--- config.mk ---
export PLATFORM = sky130hd
export DESIGN_NAME = rtc_bcd_counter
export DESIGN_NICKNAME = d
export VERILOG_FILES = /design/src/rtl/rtc_bcd_counter.sv
export SDC_FILE = /design/constraint.sdc
export NUM_CORES = 1
export LEC_CHECK = 0
export CORE_MARGIN = 2
export CORE_UTILIZATION = 31
export DETAILED_ROUTE_END_ITERATION = 10
export PLACE_DENSITY = 0.53
export SLEW_MARGIN = 40
export SYNTH_ARGS = -nofsm -noshare
export SYNTH_HDL_FRONTEND = slang
export SYNTH_SLANG_ARGS = --single-unit
--- constraint.sdc ---
create_clock -name clk -period 2.6 [get_ports clk]
set_clock_uncertainty 0.15 [all_clocks]
set_input_delay 0.26 -clock clk [delete_from_list [all_inputs] [get_ports clk]]
set_output_delay 0.26 -clock clk [all_outputs]
set_load 0.01 [all_outputs]
--- src/rtl/rtc_bcd_counter.sv ---
// ============================================================================
// Module   : rtc_bcd_counter
// Purpose  : 1 Hz prescaler plus a 24-hour BCD clock. A set mode allows
//            manual advance of hours and minutes.
// Revision : 1.0 - initial release
// ============================================================================
`default_nettype none

module rtc_bcd_counter #(
  parameter int CLK_HZ  = 50_000_000,
  parameter int PRESC_W = $clog2(CLK_HZ)
) (
  input  logic       clk,
  input  logic       rst,
  input  logic       set_mode,
  input  logic       inc_hour,
  input  logic       inc_min,
  output logic [3:0] hourdec_now,
  output logic [3:0] hourone_now,
  output logic [3:0] mindec_now,
  output logic [3:0] minone_now,
  output logic [3:0] secdec_now,
  output logic [3:0] secone_now,
  output logic       tick_sec,
  output logic       min_roll
);

  localparam logic [PRESC_W-1:0] C_PRESC_LAST = PRESC_W'(CLK_HZ - 1);

  logic [PRESC_W-1:0] r_presc;
  logic               r_inc_hour_q;
  logic               r_inc_min_q;
  logic [3:0]         r_hourdec, r_hourone, r_mindec, r_minone, r_secdec, r_secone;
  logic               r_tick;
  logic               r_min_roll;

  logic               w_hour_edge;
  logic               w_min_edge;
  logic               w_sec_done;
  logic [3:0]         w_hourdec, w_hourone, w_mindec, w_minone, w_secdec, w_secone;
  logic               w_min_roll;

  // Minute increment without carry-out: 59 wraps to 00.
  function automatic logic [7:0] min_inc(input logic [3:0] tens, input logic [3:0] units);
    if (units == 4'd9) begin
      min_inc = (tens == 4'd5) ? 8'h00 : {tens + 4'd1, 4'd0};
    end else begin
      min_inc = {tens, units + 4'd1};
    end
  endfunction

  // Hour increment, 23 wraps to 00 (tens = 2 and units = 3).
  function automatic logic [7:0] hour_inc(input logic [3:0] tens, input logic [3:0] units);
    if ((tens == 4'd2) && (units == 4'd3)) begin
      hour_inc = 8'h00;
    end else if (units == 4'd9) begin
      hour_inc = {tens + 4'd1, 4'd0};
    end else begin
      hour_inc = {tens, units + 4'd1};
    end
  endfunction

  assign w_hour_edge = set_mode & inc_hour & ~r_inc_hour_q;
  assign w_min_edge  = set_mode & inc_min  & ~r_inc_min_q;
  // Set mode dominates a coincident terminal count.
  assign w_sec_done  = ~set_mode & (r_presc == C_PRESC_LAST);

  always_comb begin
    w_hourdec  = r_hourdec;
    w_hourone  = r_hourone;
    w_mindec   = r_mindec;
    w_minone   = r_minone;
    w_secdec   = r_secdec;
    w_secone   = r_secone;
    w_min_roll = 1'b0;
    if (set_mode) begin
      w_secdec = 4'd0;
      w_secone = 4'd0;
      if (w_min_edge) begin
        {w_mindec, w_minone} = min_inc(r_mindec, r_minone);
        w_min_roll           = 1'b1;
      end
      if (w_hour_edge) begin
        {w_hourdec, w_hourone} = hour_inc(r_hourdec, r_hourone);
      end
    end else if (w_sec_done) begin
      if (r_secone != 4'd9) begin
        w_secone = r_secone + 4'd1;
      end else begin
        w_secone = 4'd0;
        if (r_secdec != 4'd5) begin
          w_secdec = r_secdec + 4'd1;
        end else begin
          w_secdec             = 4'd0;
          w_min_roll           = 1'b1;
          {w_mindec, w_minone} = min_inc(r_mindec, r_minone);
          if ((r_mindec == 4'd5) && (r_minone == 4'd9)) begin
            {w_hourdec, w_hourone} = hour_inc(r_hourdec, r_hourone);
          end
        end
      end
    end
  end

  always_ff @(posedge clk or posedge rst) begin
    if (rst) begin
      r_presc      <= '0;
      r_inc_hour_q <= 1'b0;
      r_inc_min_q  <= 1'b0;
      r_hourdec    <= 4'd0;
      r_hourone    <= 4'd0;
      r_mindec     <= 4'd0;
      r_minone     <= 4'd0;
      r_secdec     <= 4'd0;
      r_secone     <= 4'd0;
      r_tick       <= 1'b0;
      r_min_roll   <= 1'b0;
    end else begin
      r_presc      <= (set_mode || w_sec_done) ? '0 : r_presc + 1'b1;
      r_inc_hour_q <= inc_hour;
      r_inc_min_q  <= inc_min;
      r_hourdec    <= w_hourdec;
      r_hourone    <= w_hourone;
      r_mindec     <= w_mindec;
      r_minone     <= w_minone;
      r_secdec     <= w_secdec;
      r_secone     <= w_secone;
      r_tick       <= w_sec_done;
      r_min_roll   <= w_min_roll;
    end
  end

  assign hourdec_now = r_hourdec;
  assign hourone_now = r_hourone;
  assign mindec_now  = r_mindec;
  assign minone_now  = r_minone;
  assign secdec_now  = r_secdec;
  assign secone_now  = r_secone;
  assign tick_sec    = r_tick;
  assign min_roll    = r_min_roll;

endmodule

`default_nettype wire

==> flow_summary.toml <==
[timing]
slew_headroom = 0.700
clock.fmax_mhz = 424
hold_slack_ns = 0.160
rsz0062_at_grt = "false"
finalSetupTns_ns = 0
min_period_over_period = 0.907
setup_viol = 0
fin_crit_ns = 2.36
worstMarginPinSlew_ns = 0.447
slew_viol_final = 0
hold_viol_final = 0

[clocking]
postCtsSetupBuffers = 0
cts_sinks = 54
clk_pin_slew_ns = 0.10
cts_hold_buf = 0
clock_latency_ns = 0.31
clockRootBuffer = "clkbuf_8"
htree_levels = 2
clockBufferDepth = 2
ctsResizeCount = 0
cts_buffers = 5
cts_tree = "built"

[worst_setup_path]
critical_path_required_ns = 2.65
startpoint_type = "flip-flop"
crit_fanout = 6
worst-r2r-cell-count = 6
critPathKind = "reg -> reg"
worstSetupStartpoint = "r_presc[0]$_DFF_PP0_"
end_kind = "flip-flop"
reg2reg_setup_slack_ns = 0.24
r2r_start = "r_presc[0]$_DFF_PP0_"
arrival_ns = 2.41
r2r-end = "hourone_now[0]$_DFFE_PP0P_"

[logic_synthesis]
yosysTopAreaCellShare = 0.472
avgSynthCellArea_um2 = 10.0
syn_inst = 286
synth_cell_types = 48
synth_warnings = 0
syn_area_um2 = 2860
synth-seq-cells = 54
muxShareOfSynthArea = 0.0157
synth_fa_ha_area_frac = 0.0393
async_reset_ff_frac = 1.00
syn-num-nets = 300
synth_compound_area_frac = 0.0817
synth-simple-area-share = 0.271
synth_edf_count = 0
ys_top_cells_by_area = "dfrtp_1 (47%), xnor2_1 (6.7%), nor2_1 (5.2%)"
ys_seq_area_frac = 0.472
yosys.area.top_type = "dfrtp_1"
synth_top_family_by_area = "simple AND/OR/NAND/NOR gates"
synthFlopType = "dfrtp_1"
synth-xor-area-share = 0.0918

[cells_and_area]
regArea_um2 = 1350
num_antenna_cells = 0
syn2layout_area_growth_pct = 21.4
num-nets-final = 338
multi_input_area_um2 = 1430
drive_gt1_frac = 0.105
fillCellCount = 900

[placement]
hpwl_um = 4000
gp_congestion = 0.789
io_buffers = 30

[detailed_routing]
avgViaCountPerCell = 5.04
wl_met3_um = 206
vias = 2198
drc = 0
wl_met2_um = 2800
routedWlPerCell_um = 13.5
wirelength_um = 5900
postRouteAntennaNets = 0
wl_met1_um = 2850
first_pass_iters = 4
initialDrtViolationCount = 80
highest_layer = "met4"

[global_routing]
grt_overflow = 0
grt_max_degree = 55
antenna_found_initial = 0
first_global_vias = 2076
grtUsageTotal = 0.124
grt_pass1_wl_um = 10200

[flow_run]
max-cap-violations = 0

[power]
ir_worst_vdd_mv = 0.415
powerDensity_nw_per_um2 = 646
leakage_nw = 1.40

[floorplan]
rows = 35
start_util = 0.314
die-area_um2 = 10000
io-pin-count = 31
die_h_um = 100
dieWidth_um = 100
core-area_um2 = 9110

[status]
status = "completed"

[hold_path]
hold_class = "in -> async"
flip-flops by register name (all words and copies together), names as in the netlist:
| signal | cells |
|---|---|
| r_presc | 26 |
| hourdec_now | 4 |
| hourone_now | 4 |
| mindec_now | 4 |
| minone_now | 4 |
| secdec_now | 4 |
| secone_now | 4 |
| min_roll | 1 |
| r_inc_hour_q | 1 |
| r_inc_min_q | 1 |
| tick_sec | 1 |
critical path: stages (launching register included):
cell and delay, ns:
dfrtp_1 0.43, ha_1 0.23, and4_1 0.27, nand4_4 0.15, nor4_2 0.46, or2_2 0.24, mux2_2 0.33
cell usage after synthesis, types with 2 or more instances:
master     number
xnor2_1        22
nor2b_1         2
nor2_1         40
a21oi_1        11
o2bb2ai_1       2
nand2b_1        2
and3b_1         3
and4_1          3
nand4_4         2
ha_1            9
or2_2           3
nand3_1        12
or3_1           3
inv_1          12
a221o_1         2
o21bai_1        2
o21ai_0        11
clkbuf_1        4
dfrtp_1        54
and3_1          4
and4b_1         2
o221ai_1        2
buf_2           4
nand4_1         8
nor3_1         10
mux2_2          4
xor2_1          8
nor4b_4         2
nor4_1          9
nand2_1        16
per-layer routing:
layer	vias to the layer above	GRT usage
met4	0	0.0285
met3	5	0.0237
met1	1063	0.178
met2	39	0.196
met5	-	0
li1	1091	-
how the worst max path moves through the flow:
stage                                 end  slack (ns)  cells past startpoint
6_report       hourone_now[0]$_DFFE_PP0P_        0.24                      6
5_1_grt        hourone_now[0]$_DFFE_PP0P_        0.04                      5
4_1_cts        hourone_now[0]$_DFFE_PP0P_        0.22                      6
3_5_place_dp   hourone_now[0]$_DFFE_PP0P_        0.22                      6
3_3_place_gp   hourone_now[0]$_DFFE_PP0P_        0.27                      6
2_1_floorplan   secdec_now[3]$_DFFE_PP0P_        0.35                      8
cell type report:
class / count / area share
Multi-Input combinational cell: 212 / 0.412
Inverter: 12 / 0.0130
Tap cell: 111 / 0.0400
Clock buffer: 5 / 0.0198
Sequential cell: 54 / 0.389
Clock inverter: 3 / 0.0137
Timing Repair Buffer: 39 / 0.113
report_power, final:
part | switching (mW) | internal, mW
Combinational | 0.224 | 0.329
Sequential | 0.156 | 0.943
Clock | 0.298 | 0.294
Total | 0.678 | 1.57
placed cells by master (no fill, tap or decap), drive strengths merged, types with 11 or more instances in the layout:
master         count
dfrtp             54
nor2              40
clkdlybuf4s50     30
xnor2             22
nand2             16
inv               14
nand3             12
a21oi             11
o21ai             11
nor3              11
through the flow:
stage | area (µm²) | utilization | cells | total power, mW | worst slack (ns)
after CTS | 3480 | 0.382 | 436 | 2.28 | 0.217
after detailed placement | 3360 | 0.369 | 428 | 1.67 | 0.221
after floorplan | 2860 | - | 286 | 1.38 | 0.347
final | 3480 | 0.382 | 436 | 2.24 | 0.242
after global routing | 3480 | 0.382 | 436 | 2.39 | 0.0399
after global placement | 3360 | 0.369 | 428 | 1.68 | 0.271
cells by family after synthesis:
logic type | count (synthesis)
compound gates | 37
xor+xnor | 30
fa+ha+maj | 9
buf+inv | 20
flops | 54
mux | 4
simple gates | 132
Note: power is estimated with default switching activity, not from simulation.
